File: src/rtl/fsm.sv
// Parking-lot controller for four slots: tracks occupancy, assigns the lowest
// free slot on entry, frees the named slot on exit, and pulses the gate open.
module fsm (
  input  logic       clk,
  input  logic       reset,
  input  logic       entry_signal,
  input  logic       exit_signal,
  input  logic [1:0] exit_slot,
  output logic       is_open,
  output logic       is_full,
  output logic [3:0] spots,
  output logic [2:0] capacity,
  output logic [1:0] location
);

  localparam logic [2:0] NUM_SLOTS = 3'd4;

  typedef enum logic [0:0] {
    IDLE = 1'b0,
    OPEN = 1'b1
  } state_t;

  state_t     r_state;
  state_t     w_state_nxt;
  logic [3:0] r_spots;
  logic [2:0] r_capacity;
  logic [1:0] r_location;
  logic       r_is_full;

  logic       w_exit_ok;
  logic       w_entry_ok;
  logic       w_accept;
  logic [3:0] w_after_exit;
  logic [3:0] w_spots_nxt;
  logic [1:0] w_loc_nxt;
  logic [1:0] w_free_idx;
  logic [2:0] w_cap_nxt;

  function automatic logic [2:0] popcount4(input logic [3:0] v);
    popcount4 = {2'b00, v[0]} + {2'b00, v[1]} + {2'b00, v[2]} + {2'b00, v[3]};
  endfunction

  // Lowest clear bit of the bitmap; caller only uses it when one exists.
  function automatic logic [1:0] lowest_free(input logic [3:0] occ);
    casez (occ)
      4'b???0: lowest_free = 2'd0;
      4'b??01: lowest_free = 2'd1;
      4'b?011: lowest_free = 2'd2;
      4'b0111: lowest_free = 2'd3;
      default: lowest_free = 2'd0;
    endcase
  endfunction

  // Next occupancy, location and gate state; entry sees the bitmap after any exit.
  always_comb begin
    w_exit_ok    = 1'b0;
    w_entry_ok   = 1'b0;
    w_after_exit = r_spots;
    w_spots_nxt  = r_spots;
    w_loc_nxt    = r_location;
    w_free_idx   = 2'd0;
    w_state_nxt  = IDLE;

    w_exit_ok = exit_signal && r_spots[exit_slot];
    if (w_exit_ok) begin
      w_after_exit[exit_slot] = 1'b0;
      w_loc_nxt               = exit_slot;
    end else begin
      w_after_exit = r_spots;
    end

    w_free_idx  = lowest_free(w_after_exit);
    w_entry_ok  = entry_signal && (w_after_exit != 4'b1111);
    w_spots_nxt = w_after_exit;
    if (w_entry_ok) begin
      w_spots_nxt[w_free_idx] = 1'b1;
      w_loc_nxt               = w_free_idx;
    end else begin
      w_spots_nxt = w_after_exit;
    end

    w_accept = w_exit_ok || w_entry_ok;

    case (r_state)
      IDLE:    w_state_nxt = w_accept ? OPEN : IDLE;
      OPEN:    w_state_nxt = w_accept ? OPEN : IDLE;
      default: w_state_nxt = IDLE;
    endcase
  end

  assign w_cap_nxt = NUM_SLOTS - popcount4(w_spots_nxt);

  // State and output registers with synchronous reset.
  always_ff @(posedge clk) begin
    if (reset) begin
      r_state    <= IDLE;
      r_spots    <= 4'b0000;
      r_capacity <= NUM_SLOTS;
      r_location <= 2'd0;
      r_is_full  <= 1'b0;
    end else begin
      r_state    <= w_state_nxt;
      r_spots    <= w_spots_nxt;
      r_capacity <= w_cap_nxt;
      r_location <= w_loc_nxt;
      r_is_full  <= (w_cap_nxt == 3'd0);
    end
  end

  assign is_open  = (r_state == OPEN);
  assign is_full  = r_is_full;
  assign spots    = r_spots;
  assign capacity = r_capacity;
  assign location = r_location;

endmodule

File: config.mk
export PLATFORM = sky130hd
export DESIGN_NAME = fsm
export DESIGN_NICKNAME = d
export VERILOG_FILES = /design/src/rtl/fsm.sv
export SDC_FILE = /design/constraint.sdc
export NUM_CORES = 1
export LEC_CHECK = 0
export ABC_AREA = 0
export BUFFER_PORTS_ARGS = -buffer_cell sky130_fd_sc_hd__buf_2
export CAP_MARGIN = 20
export CORE_UTILIZATION = 25
export CTS_BUF_LIST = sky130_fd_sc_hd__clkbuf_8
export DETAILED_ROUTE_END_ITERATION = 6
export GPL_ROUTABILITY_DRIVEN = 0
export SYNTH_ARGS = -nofsm -noshare
export SYNTH_HDL_FRONTEND = slang
export SYNTH_SLANG_ARGS = --single-unit
File: constraint.sdc
create_clock -name clk -period 4.15 [get_ports clk]
set_clock_uncertainty 0.1 [all_clocks]
set_input_delay 0.415 -clock clk [delete_from_list [all_inputs] [get_ports clk]]
set_output_delay 0.415 -clock clk [all_outputs]
set_load 0.1 [all_outputs]
==> flow_metrics.tcl <==
set metrics [dict create \
    outcome "completed" \
    totalNegativeSetupSlack_ns 0 \
    critPathMaxFanout 9 \
    reg2reg_slack_ns 1.43 \
    grt_pass1_wl_um 2320 \
    maxCapViolCount 0 \
    clk_pin_slew_ns 0.05 \
    hold_end "spots[1]$_SDFF_PP0_" \
    avgSynthCellArea_sq_um 9.08 \
    startpoint "spots[2]$_SDFF_PP0_" \
    wl_per_cell_um 11.8 \
    grt_util_all_layers_pct 12.6 \
    critPathCaptureType "flip-flop" \
    initial_utilization_pct 26.8 \
    drt_iter0_markers 2 \
    synth_area_leaders "dfxtp_1, nor2b_1, ha_1" \
    yosysSeqAreaShare_pct 36.7 \
    drc 0 \
    power.density_mw_per_mm2 421 \
    placed_area_sq_um 699 \
    netSwitchingPower_mw 0.116 \
    worst_pin_slew_ns 0.468 \
    synth_area_sq_um 599 \
    design_area_sq_um 744 \
    period_share_pct 65.5 \
    dieArea_sq_mm 0.00260 \
    first_pass_iters 3 \
    intPower_mw 0.197 \
    reg2regPathDepth 9 \
    cts_buffers 3 \
    hpwlAfterDp_um 995 \
    yosys_warnings 0 \
    pwr-share-clk_pct 34.4 \
    cts_tree "built" \
    grt_antenna_before_repair 0 \
    setup_viol 0 \
    grt_setup_unrepaired "false" \
    antenna_left 0 \
    post_cts_buffers 0 \
    slew_violations 0 \
    port_buffers 16 \
    grt_pass1_vias 522 \
    cts_hold_buf 0 \
    whs_ns 0.378 \
    critPathRequiredTime_ns 4.21 \
    cpPeakStageDelay_ns 0.55 \
    fin_crit_ns 2.72 \
    nets 94 \
    insertion_delay_ns 0.24 \
    rows 17 \
    yosys_register_bits 11 \
    die_width_um 51.0 \
    overflow 0 \
    worstHoldPathCells 2 \
    power_leakage_nw 0.333 \
    power_frac_seq_pct 37.3 \
    routed_wl_um 1320 \
    cp_slowest_cell "fa_1" \
    cts_resized 0 \
    cts-root-buf "clkbuf_8" \
    min-delay-start "reset" \
    viasPerCell 4.80 \
    r2r-start "spots[2]$_SDFF_PP0_" \
    ios 17 \
    core-area_sq_mm 0.00223 \
    ctsLongestPathBuffers 2 \
    dr_total_vias 538 \
    peakVddDrop_uv 165 \
    fillers 239 \
    combPwrFrac_pct 28.2 \
    ys_types 32 \
    relSlewSlack_pct 68.6 \
    hold_viol_final 0 \
    synthCells 66 \
    switching_share_pct 37.2 \
    clock-sinks 11 \
    hold_class "in2reg" \
    synth_top_area_cell "dfxtp_1" \
    synth_top_cell_area_share_pct 36.7 \
    crit_type "reg2reg" \
    fmax_mhz 368 \
    path_cells "mux2_4, a221oi_2, o31ai_1, fa_1, inv_1, ha_1, ha_1, or2_2, nor3_1" \
    synth_nets 75 \
    arrival_ns 2.78 \
    grt_start_max_net_pins 11 \
    htreeDepth 1 \
    start_kind "flip-flop" \
    syn2layout_area_growth_pct 24.2 \
    dieHeight_um 51.0 \
    r2r-end "is_full$_SDFF_PP0_" \
    crit_path_frequent_cell "ha_1" \
    drive_gt1_share_pct 29.8 \
    diodes 0 \
    fin_util_pct 33.3 \
]
[cells in the mapped netlist (all sizes together)]
cell type / n
dfxtp: 11
nor2b: 7
a21oi: 4
inv: 4
nand2: 4
nor3: 4
nor2: 3
and2: 2
and3: 2
ha: 2
mux2: 2
o22ai: 2
a2111oi: 1
a21bo: 1
a21boi: 1
a221oi: 1
a22o: 1
a311oi: 1
a31oi: 1
a41oi: 1
buf: 1
clkbuf: 1
fa: 1
nand2b: 1
nand3: 1
nand4: 1
nor4: 1
o21ai: 1
o31ai: 1
or2: 1
or2b: 1
[critical path, delay by kind of cell, from the launching register on]
kind,cells,cell delay [ns]
and+or+nand+nor,2,0.43
buffers and inverters,1,0.04
adders and majority gates,3,0.89
AOI/OAI and AO/OA,2,0.48
muxes,1,0.31
DFF,1,0.39
[placed cells by master (no fill, tap or decap)]
master / synthesis / final
a21boi_0: 1 / 1
nor4_1: 1 / 1
a311oi_1: 1 / 1
nand2b_1: 1 / 1
a22o_1: 1 / 1
nor2_1: 3 / 3
clkbuf_8: 0 / 3
a2111oi_2: 1 / 1
mux2_2: 1 / 1
nand4_1: 1 / 1
buf_2: 0 / 16
inv_1: 4 / 5
nand3_1: 1 / 1
ha_1: 2 / 2
nor2b_1: 7 / 7
fa_1: 1 / 1
a21oi_1: 4 / 4
o31ai_1: 1 / 1
a41oi_1: 1 / 1
a31oi_1: 1 / 1
o22ai_1: 2 / 2
or2b_1: 1 / 1
and2_1: 2 / 2
a21bo_2: 1 / 1
mux2_4: 1 / 1
o21ai_0: 1 / 1
a221oi_2: 1 / 1
and3_1: 2 / 2
nor3_1: 4 / 4
nand2_1: 4 / 4
dfxtp_1: 11 / 11
or2_2: 1 / 1
[power by group through the flow]
| stage | combinational [mW] | sequential, mW | clock (mW) |
|---|---|---|---|
| after global routing | 0.0939 | 0.118 | 0.120 |
| after floorplan | 0.0249 | 0.168 | 0 |
| after CTS | 0.0888 | 0.117 | 0.111 |
| after detailed placement | 0.0885 | 0.119 | 0 |
| after global placement | 0.0878 | 0.119 | 0 |
| final | 0.0884 | 0.117 | 0.108 |
[registers in the layout (all words and copies together), names as in the netlist]
register,flops
spots,4
capacity,3
location,2
is_full,1
is_open,1
[how the worst max path moves through the flow]
stage	to	slack (ns)
final	is_full$_SDFF_PP0_	1.43
after global routing	is_full$_SDFF_PP0_	1.29
after CTS	is_full$_SDFF_PP0_	1.40
after detailed placement	is_full$_SDFF_PP0_	1.20
after global placement	is_full$_SDFF_PP0_	1.26
after floorplan	is_full$_SDFF_PP0_	0.98
[per-stage QoR]
stage	cells	setup WS, ns	power (mW)
4_1_cts	112	1.40	0.317
3_5_place_dp	108	1.20	0.208
6_report	112	1.43	0.313
2_1_floorplan	66	0.975	0.193
5_1_grt	112	1.29	0.331
3_3_place_gp	108	1.26	0.206
[layout make-up]
cell class / count / area [sq um] / area share [%]
Timing Repair Buffer: 16 / 80.1 / 10.8
Clock inverter: 1 / 3.75 / 0.504
Clock buffer: 3 / 41.3 / 5.55
Tap cell: 28 / 35.0 / 4.71
Sequential cell: 11 / 220 / 29.6
Multi-Input combinational cell: 49 / 349 / 46.9
Inverter: 4 / 15.0 / 2.02
[routing by layer]
metal,vias up,global-route usage (%),routed length (um)
met5,-,0,0
met2,12,19.7,669
li1,272,-,-
met4,0,10.6,34
met1,250,12.7,563
met3,4,5.65,50
[kinds of logic (layout without fill, tap and decap cells)]
kind of cell	after synthesis	count (layout)	share of synthesized area (%)
AO/OA/AOI/OAI	16	16	20.9
adder cells (fa/ha/maj)	3	3	7.52
buffers and inverters	6	24	5.01
flip-flops	11	11	36.7
multiplexers	2	2	4.38
AND/OR/NAND/NOR	28	28	25.5
Note: power is estimated with default switching activity, not from simulation.
